===== config.mk =====
export PLATFORM = sky130hd
export DESIGN_NAME = ctrl_update_queue_flat
export DESIGN_NICKNAME = d
export VERILOG_FILES = /design/src/rtl/ctrl_update_queue_if.sv /design/src/rtl/ctrl_update_queue.sv /design/src/flat_wrapper.sv
export SDC_FILE = /design/constraint.sdc
export NUM_CORES = 2
export LEC_CHECK = 0
export ABC_AREA = 1
export BUFFER_PORTS_ARGS = -buffer_cell sky130_fd_sc_hd__buf_2
export CAP_MARGIN = 15
export CORE_AREA = 4 4 365 367
export CTS_CLUSTER_SIZE = 28
export DETAILED_ROUTE_END_ITERATION = 10
export DIE_AREA = 0 0 369 371
export GPL_ROUTABILITY_DRIVEN = 0
export PLACE_DENSITY_LB_ADDON = 0.1
export SETUP_SLACK_MARGIN = 0.3
export SYNTH_ARGS = -nofsm -noshare
export SYNTH_HDL_FRONTEND = slang
export SYNTH_SLANG_ARGS = --single-unit

===== constraint.sdc =====
create_clock -name clk -period 34.3 [get_ports clk]
set_clock_uncertainty 0.15 [all_clocks]
set_input_delay 5.145 -clock clk [delete_from_list [all_inputs] [get_ports clk]]
set_output_delay 5.145 -clock clk [all_outputs]
set_load 0.02 [all_outputs]

===== src/rtl/ctrl_update_queue_if.sv =====
// Commit-side bus into the BTB update queue: two retiring control slots
// plus the back-pressure returned to commit.
interface ctrl_update_queue_if #(
  parameter int SIZE_PC     = 32,
  parameter int BRANCH_TYPE = 2
);
  logic                   commitValid0_i;
  logic [SIZE_PC-1:0]     commitPC0_i;
  logic [SIZE_PC-1:0]     commitTarget0_i;
  logic [BRANCH_TYPE-1:0] commitBrType0_i;
  logic                   commitNeedUpd0_i;
  logic                   commitValid1_i;
  logic [SIZE_PC-1:0]     commitPC1_i;
  logic [SIZE_PC-1:0]     commitTarget1_i;
  logic [BRANCH_TYPE-1:0] commitBrType1_i;
  logic                   commitNeedUpd1_i;
  logic                   stallCommit_o;

  modport master (
    output commitValid0_i, commitPC0_i, commitTarget0_i,
    output commitBrType0_i, commitNeedUpd0_i,
    output commitValid1_i, commitPC1_i, commitTarget1_i,
    output commitBrType1_i, commitNeedUpd1_i,
    input  stallCommit_o
  );

  modport slave (
    input  commitValid0_i, commitPC0_i, commitTarget0_i,
    input  commitBrType0_i, commitNeedUpd0_i,
    input  commitValid1_i, commitPC1_i, commitTarget1_i,
    input  commitBrType1_i, commitNeedUpd1_i,
    output stallCommit_o
  );
endinterface


===== src/rtl/ctrl_update_queue.sv =====
// Commit-side BTB update writer: filters two retiring slots per cycle,
// queues them in program order and drains one registered pulse per cycle.
module ctrl_update_queue #(
  parameter int SIZE_PC     = 32,
  parameter int BRANCH_TYPE = 2,
  parameter int DEPTH       = 16,
  parameter int DEPTH_LOG   = 4
) (
  input  logic                   clk,
  input  logic                   reset,
  ctrl_update_queue_if.slave     cq,
  input  logic                   stall_i,
  input  logic                   flush_i,
  output logic                   updateEn_o,
  output logic [SIZE_PC-1:0]     updatePC_o,
  output logic [SIZE_PC-1:0]     updateTargetAddr_o,
  output logic [BRANCH_TYPE-1:0] updateBrType_o,
  output logic [DEPTH_LOG:0]     count_o,
  output logic                   overflow_o
);
  localparam int PW = DEPTH_LOG;
  localparam int CW = DEPTH_LOG + 1;
  localparam logic [CW-1:0] DEPTH_C = CW'(DEPTH);

  typedef struct packed {
    logic [SIZE_PC-1:0]     pc;
    logic [SIZE_PC-1:0]     tgt;
    logic [BRANCH_TYPE-1:0] ty;
  } entry_t;

  entry_t        mem_q [DEPTH];
  entry_t        mem_d [DEPTH];
  logic [PW-1:0] head_q, head_d;
  logic [PW-1:0] tail_q, tail_d;
  logic [CW-1:0] count_q, count_d;
  logic          en_q, en_d;
  entry_t        upd_q, upd_d;
  logic          ovf_q, ovf_d;

  logic          q0, q1, fits, enq, deq;
  logic [1:0]    need;
  logic [CW-1:0] free;
  entry_t        e0, e1;

  assign free = DEPTH_C - count_q;
  assign cq.stallCommit_o = free < CW'(2);

  always_comb begin
    q0   = cq.commitValid0_i & cq.commitNeedUpd0_i;
    q1   = cq.commitValid1_i & cq.commitNeedUpd1_i;
    need = {1'b0, q0} + {1'b0, q1};
    fits = CW'(need) <= free;
    enq  = !flush_i && fits && (q0 || q1);
    deq  = !flush_i && !stall_i && (count_q != '0);
    e0   = '{pc: cq.commitPC0_i, tgt: cq.commitTarget0_i,
             ty: cq.commitBrType0_i};
    e1   = '{pc: cq.commitPC1_i, tgt: cq.commitTarget1_i,
             ty: cq.commitBrType1_i};

    mem_d   = mem_q;
    head_d  = head_q;
    tail_d  = tail_q;
    count_d = count_q;
    en_d    = 1'b0;
    upd_d   = upd_q;
    // a rejected cycle drops both slots; flush ignores inputs entirely
    ovf_d   = ovf_q | (!flush_i && !fits);

    if (enq) begin
      if (q0) mem_d[tail_q] = e0;
      if (q1) mem_d[tail_q + PW'(q0)] = e1;
      tail_d = tail_q + PW'(need);
    end
    if (deq) begin
      en_d   = 1'b1;
      upd_d  = mem_q[head_q];
      head_d = head_q + PW'(1);
    end
    count_d = count_q + (enq ? CW'(need) : '0) - (deq ? CW'(1) : '0);

    if (flush_i) begin
      head_d  = '0;
      tail_d  = '0;
      count_d = '0;
      en_d    = 1'b0;
    end
  end

  always_ff @(posedge clk) begin
    if (!reset) begin
      head_q  <= '0;
      tail_q  <= '0;
      count_q <= '0;
      en_q    <= 1'b0;
      upd_q   <= '0;
      ovf_q   <= 1'b0;
    end else begin
      head_q  <= head_d;
      tail_q  <= tail_d;
      count_q <= count_d;
      en_q    <= en_d;
      upd_q   <= upd_d;
      ovf_q   <= ovf_d;
    end
  end

  always_ff @(posedge clk) begin
    mem_q <= mem_d;
  end

  assign updateEn_o         = en_q;
  assign updatePC_o         = upd_q.pc;
  assign updateTargetAddr_o = upd_q.tgt;
  assign updateBrType_o     = upd_q.ty;
  assign count_o            = count_q;
  assign overflow_o         = ovf_q;
endmodule


===== src/flat_wrapper.sv =====
// flat-port wrapper written by rule: the top's interface ports become plain ports
module ctrl_update_queue_flat 
#(
  parameter int SIZE_PC     = 32,
  parameter int BRANCH_TYPE = 2,
  parameter int DEPTH       = 16,
  parameter int DEPTH_LOG   = 4
)
  (clk, reset, stall_i, flush_i, updateEn_o, updatePC_o, updateTargetAddr_o, updateBrType_o, count_o, overflow_o, cq_commitValid0_i, cq_commitPC0_i, cq_commitTarget0_i, cq_commitBrType0_i, cq_commitNeedUpd0_i, cq_commitValid1_i, cq_commitPC1_i, cq_commitTarget1_i, cq_commitBrType1_i, cq_commitNeedUpd1_i, cq_stallCommit_o);
  ctrl_update_queue_if #(.SIZE_PC(SIZE_PC), .BRANCH_TYPE(BRANCH_TYPE)) cq_i ();
  input  logic clk;
  input  logic reset;
  input  logic stall_i;
  input  logic flush_i;
  output logic updateEn_o;
  output logic [SIZE_PC-1:0] updatePC_o;
  output logic [SIZE_PC-1:0] updateTargetAddr_o;
  output logic [BRANCH_TYPE-1:0] updateBrType_o;
  output logic [DEPTH_LOG:0] count_o;
  output logic overflow_o;
  input wire logic [$bits(cq_i.commitValid0_i)-1:0] cq_commitValid0_i;
  input wire logic [$bits(cq_i.commitPC0_i)-1:0] cq_commitPC0_i;
  input wire logic [$bits(cq_i.commitTarget0_i)-1:0] cq_commitTarget0_i;
  input wire logic [$bits(cq_i.commitBrType0_i)-1:0] cq_commitBrType0_i;
  input wire logic [$bits(cq_i.commitNeedUpd0_i)-1:0] cq_commitNeedUpd0_i;
  input wire logic [$bits(cq_i.commitValid1_i)-1:0] cq_commitValid1_i;
  input wire logic [$bits(cq_i.commitPC1_i)-1:0] cq_commitPC1_i;
  input wire logic [$bits(cq_i.commitTarget1_i)-1:0] cq_commitTarget1_i;
  input wire logic [$bits(cq_i.commitBrType1_i)-1:0] cq_commitBrType1_i;
  input wire logic [$bits(cq_i.commitNeedUpd1_i)-1:0] cq_commitNeedUpd1_i;
  output wire logic [$bits(cq_i.stallCommit_o)-1:0] cq_stallCommit_o;
  assign cq_i.commitValid0_i = cq_commitValid0_i;
  assign cq_i.commitPC0_i = cq_commitPC0_i;
  assign cq_i.commitTarget0_i = cq_commitTarget0_i;
  assign cq_i.commitBrType0_i = cq_commitBrType0_i;
  assign cq_i.commitNeedUpd0_i = cq_commitNeedUpd0_i;
  assign cq_i.commitValid1_i = cq_commitValid1_i;
  assign cq_i.commitPC1_i = cq_commitPC1_i;
  assign cq_i.commitTarget1_i = cq_commitTarget1_i;
  assign cq_i.commitBrType1_i = cq_commitBrType1_i;
  assign cq_i.commitNeedUpd1_i = cq_commitNeedUpd1_i;
  assign cq_stallCommit_o = cq_i.stallCommit_o;
  ctrl_update_queue #(.SIZE_PC(SIZE_PC), .BRANCH_TYPE(BRANCH_TYPE), .DEPTH(DEPTH), .DEPTH_LOG(DEPTH_LOG)) u_core (.clk(clk), .reset(reset), .cq(cq_i), .stall_i(stall_i), .flush_i(flush_i), .updateEn_o(updateEn_o), .updatePC_o(updatePC_o), .updateTargetAddr_o(updateTargetAddr_o), .updateBrType_o(updateBrType_o), .count_o(count_o), .overflow_o(overflow_o));
endmodule

==> reports/results.tsv <==
metric	value	unit
internal power	2620	uW
largest family of logic cells by synthesized area	simple AND/OR/NAND/NOR gates	
Worst Setup SP	cq_commitNeedUpd1_i	
kind of critical path	in -> reg	
Area Overhead vs Synth	7.02	%
critical path startpoint category	primary input	
CTS resizes	0	
Hold Vio Cnt, Final	0	
post-synthesis cell type count	33	
sequential area share after synthesis	47.0	%
Post-Syn Nets	9976	
multiplexer share of the synthesized area	0	%
Routed wire per std cell	25.6	microns
Synth Area per Inst	7.22	sq um
initial antenna violation count	6	
DR vias	70719	
CTS tree	done	
Worst-Skew Late Latency	780	ps
global-route wire length before repair	419000	microns
hold path start	u_core.overflow_o$_SDFF_PN0_	
Via-to-Cell Ratio	6.29	
1st-iter DRT viols	12312	
Max Fclk	94.7	MHz
Total GRT Usage	40.7	%
clock sink total	1137	
PwrDens	48.1	mW/mm^2
adder-cell share of the synthesized area	0.339	%
WP data arrival	10810	ps
Synth Area in Compound Gates	16.6	%
finished layout cell area	0.0759	sq mm
number of synthesized register bits	1137	
crit end category	flop	
CTS max path bufs	3	
die width	369	microns
Simple-Gate Fraction of Synth Area	26.9	%
cell count after synthesis	9818	
Slew @ Worst Pin	1360	ps
fin crit period	10550	ps
RSZ-0062 raised after global routing	no	
Max Slew Vio Count	0	
CP bufs+invs	6	
slowest cell on the critical path	buf_4	
Post-CTS Setup Bufs	0	
Worst Hold Class	reg -> reg	
DR pass1 iterations	9	
H-tree depth	4	
peak supply drop	0.0514	mV
CP cell instances	buf_2 -> nand2_4 -> nor2_1 -> ha_1 -> inv_1 -> o21bai_1 -> nand2_1 -> nor2_1 -> nand2_1 -> nand3_1 -> inv_8 -> buf_12 -> buf_4 -> buf_4	
Sw Ratio	28.1	%
post-route ant nets	0	
Synth top area share	44.7	%
die height	371	microns
WL final	288000	microns
post-synthesis xor/xnor area fraction	0.0758	%
Rows	132	
area leader, netlist	edfxtp_1	
Post-layout nets	9553	
Max-Slew Margin vs Limit	9.11	%
DP HPWL	141000	microns
Worst path max stage delay	990	ps
hold buffer count at cts	0	
Worst EP required	34550	ps
Port Buffer Count	213	
Max FO, Critical Path	157	
clk root buf	clkbuf_16	
FF-to-FF Start	u_core.count_o[0]$_SDFF_PP0_	
layout cells sized above 1	6.16	%
placed cell areas	0.0716	sq mm
number of remaining DRC errors	0	
io pins	214	
synth top area cells	edfxtp_1 (45%), nand2_1 (18%), o21ai_0 (10%), nor2_1 (4.3%), nand3_1 (3.8%)	
final core occ	58.6	%
maximum capacitance violations	0	
# diodes	0	
Initial Util	54.8	%
Psw	1030	uW
core area	0.129	sq mm
Combinational Power Share	13.9	%
Ys Warns	0	
status	complete, no violations	
total CTS buffers	135	
sequential fraction of design power	46.7	%
Leak Pwr	0.0329	uW
vias in the first global route	65106	
largest net degree at the start of global routing	227	
Final setup viols	0	
cell area after synthesis	0.0709	sq mm
clock share of power	39.3	%
clk slew on worst S/H paths	60	ps
Tcrit/Tclk final	30.8	%
CP delay by family, top	buffers and inverters	
die area	0.137	sq mm
Overflow after GRT	0	
total negative setup slack	0	ps
## cells in the mapped netlist, drive strengths merged
master and number:
nand3 541, fa 2, inv 700, o211ai 127, nor4 2, xor2 1, nand4 2, clkinv 1
dfxtp 81, clkbuf 553, buf 327, nor2 830, o21ai 1601, o22ai 330, ha 16, a21oi 142
o21bai 1, nand2 3501, edfxtp 1056, nor3 1, xnor2 3
## final timing paths
kind                            slack [ps]  cells past startpoint                           end
worst max-delay path                 23750                     14   u_core.mem_q[701]$_DFFE_PN_
worst min-delay path                   320                      2  u_core.overflow_o$_SDFF_PN0_
worst max register to register       28370                     14   u_core.mem_q[701]$_DFFE_PN_
worst min register to register         320                      2  u_core.overflow_o$_SDFF_PN0_
## metrics by stage
step | hold WS (ps) | total power (uW) | std cells | setup WS (ps)
detailed placement | 316 | 2220 | 10997 | 23050
floorplan | 364 | 2180 | 9818 | 4520
finish | 320 | 3650 | 11248 | 23750
global route | 366 | 3770 | 11248 | 23400
global placement | 325 | 2210 | 10997 | 23020
CTS | 331 | 3630 | 11245 | 23850
## power groups by stage
stage	clock, uW	sequential, uW	combinational [uW]
after floorplan	0	1840	337
after global placement	0	1730	485
after detailed placement	0	1730	493
after CTS	1430	1700	496
after global routing	1490	1710	564
final	1440	1710	508
## cells by family (layout without fill, tap and decap cells)
family	after synthesis	count (layout)
buffers and inverters	1581	1269
xor gates and xnor gates	4	4
and+or+nand+nor	4877	4877
DFF	1137	1137
adders and majority gates	18	18
AOI/OAI and AO/OA	2201	2201
## per-layer routing
| metal | part of all wire (%) | track usage (%) | vias up |
|---|---|---|---|
| met1 | 35 | 53.5 | 32123 |
| met4 | 7.1 | 24.1 | 8 |
| met5 | 0.015 | 0 | - |
| met2 | 43 | 61.9 | 5788 |
| met3 | 15 | 9.25 | 1210 |
| li1 | - | - | 31590 |
## sequential cells by signal, indices dropped and copies added, names as in the netlist
signal,flops
u_core.updateEn_o,1
u_core.updateBrType_o,2
u_core.overflow_o,1
u_core.updatePC_o,32
u_core.mem_q,1056
u_core.updateTargetAddr_o,32
u_core.count_o,5
u_core.tail_q,4
u_core.head_q,4
## worst min-delay path, delay by kind of cell, from the launching register on
| family | cells | cell delay (ps) |
|---|---|---|
| DFF | 1 | 320 |
| and+or+nand+nor | 1 | 60 |
| AOI/OAI and AO/OA | 1 | 60 |
## cell usage in the layout, fill, tap and decap left out, types with 127 or more instances in the layout
cell type,instances
a21oi_1,142
buf_2,213
clkbuf_16,141
edfxtp_1,1056
inv_1,683
nand2_1,3459
nand3_1,539
nor2_1,810
o211ai_1,127
o21ai_0,1465
o21ai_1,135
o22ai_1,330
## area by class of cell
type | count | area [sq um]
Sequential cell | 1137 | 33300
Fill cell | 12284 | 53600
Tap cell | 1742 | 2180
Clock inverter | 59 | 490
Clock buffer | 189 | 3760
Multi-Input combinational cell | 7100 | 31500
Timing Repair Buffer | 320 | 1930
Inverter | 701 | 2670
(Power assumes the default switching activity.)
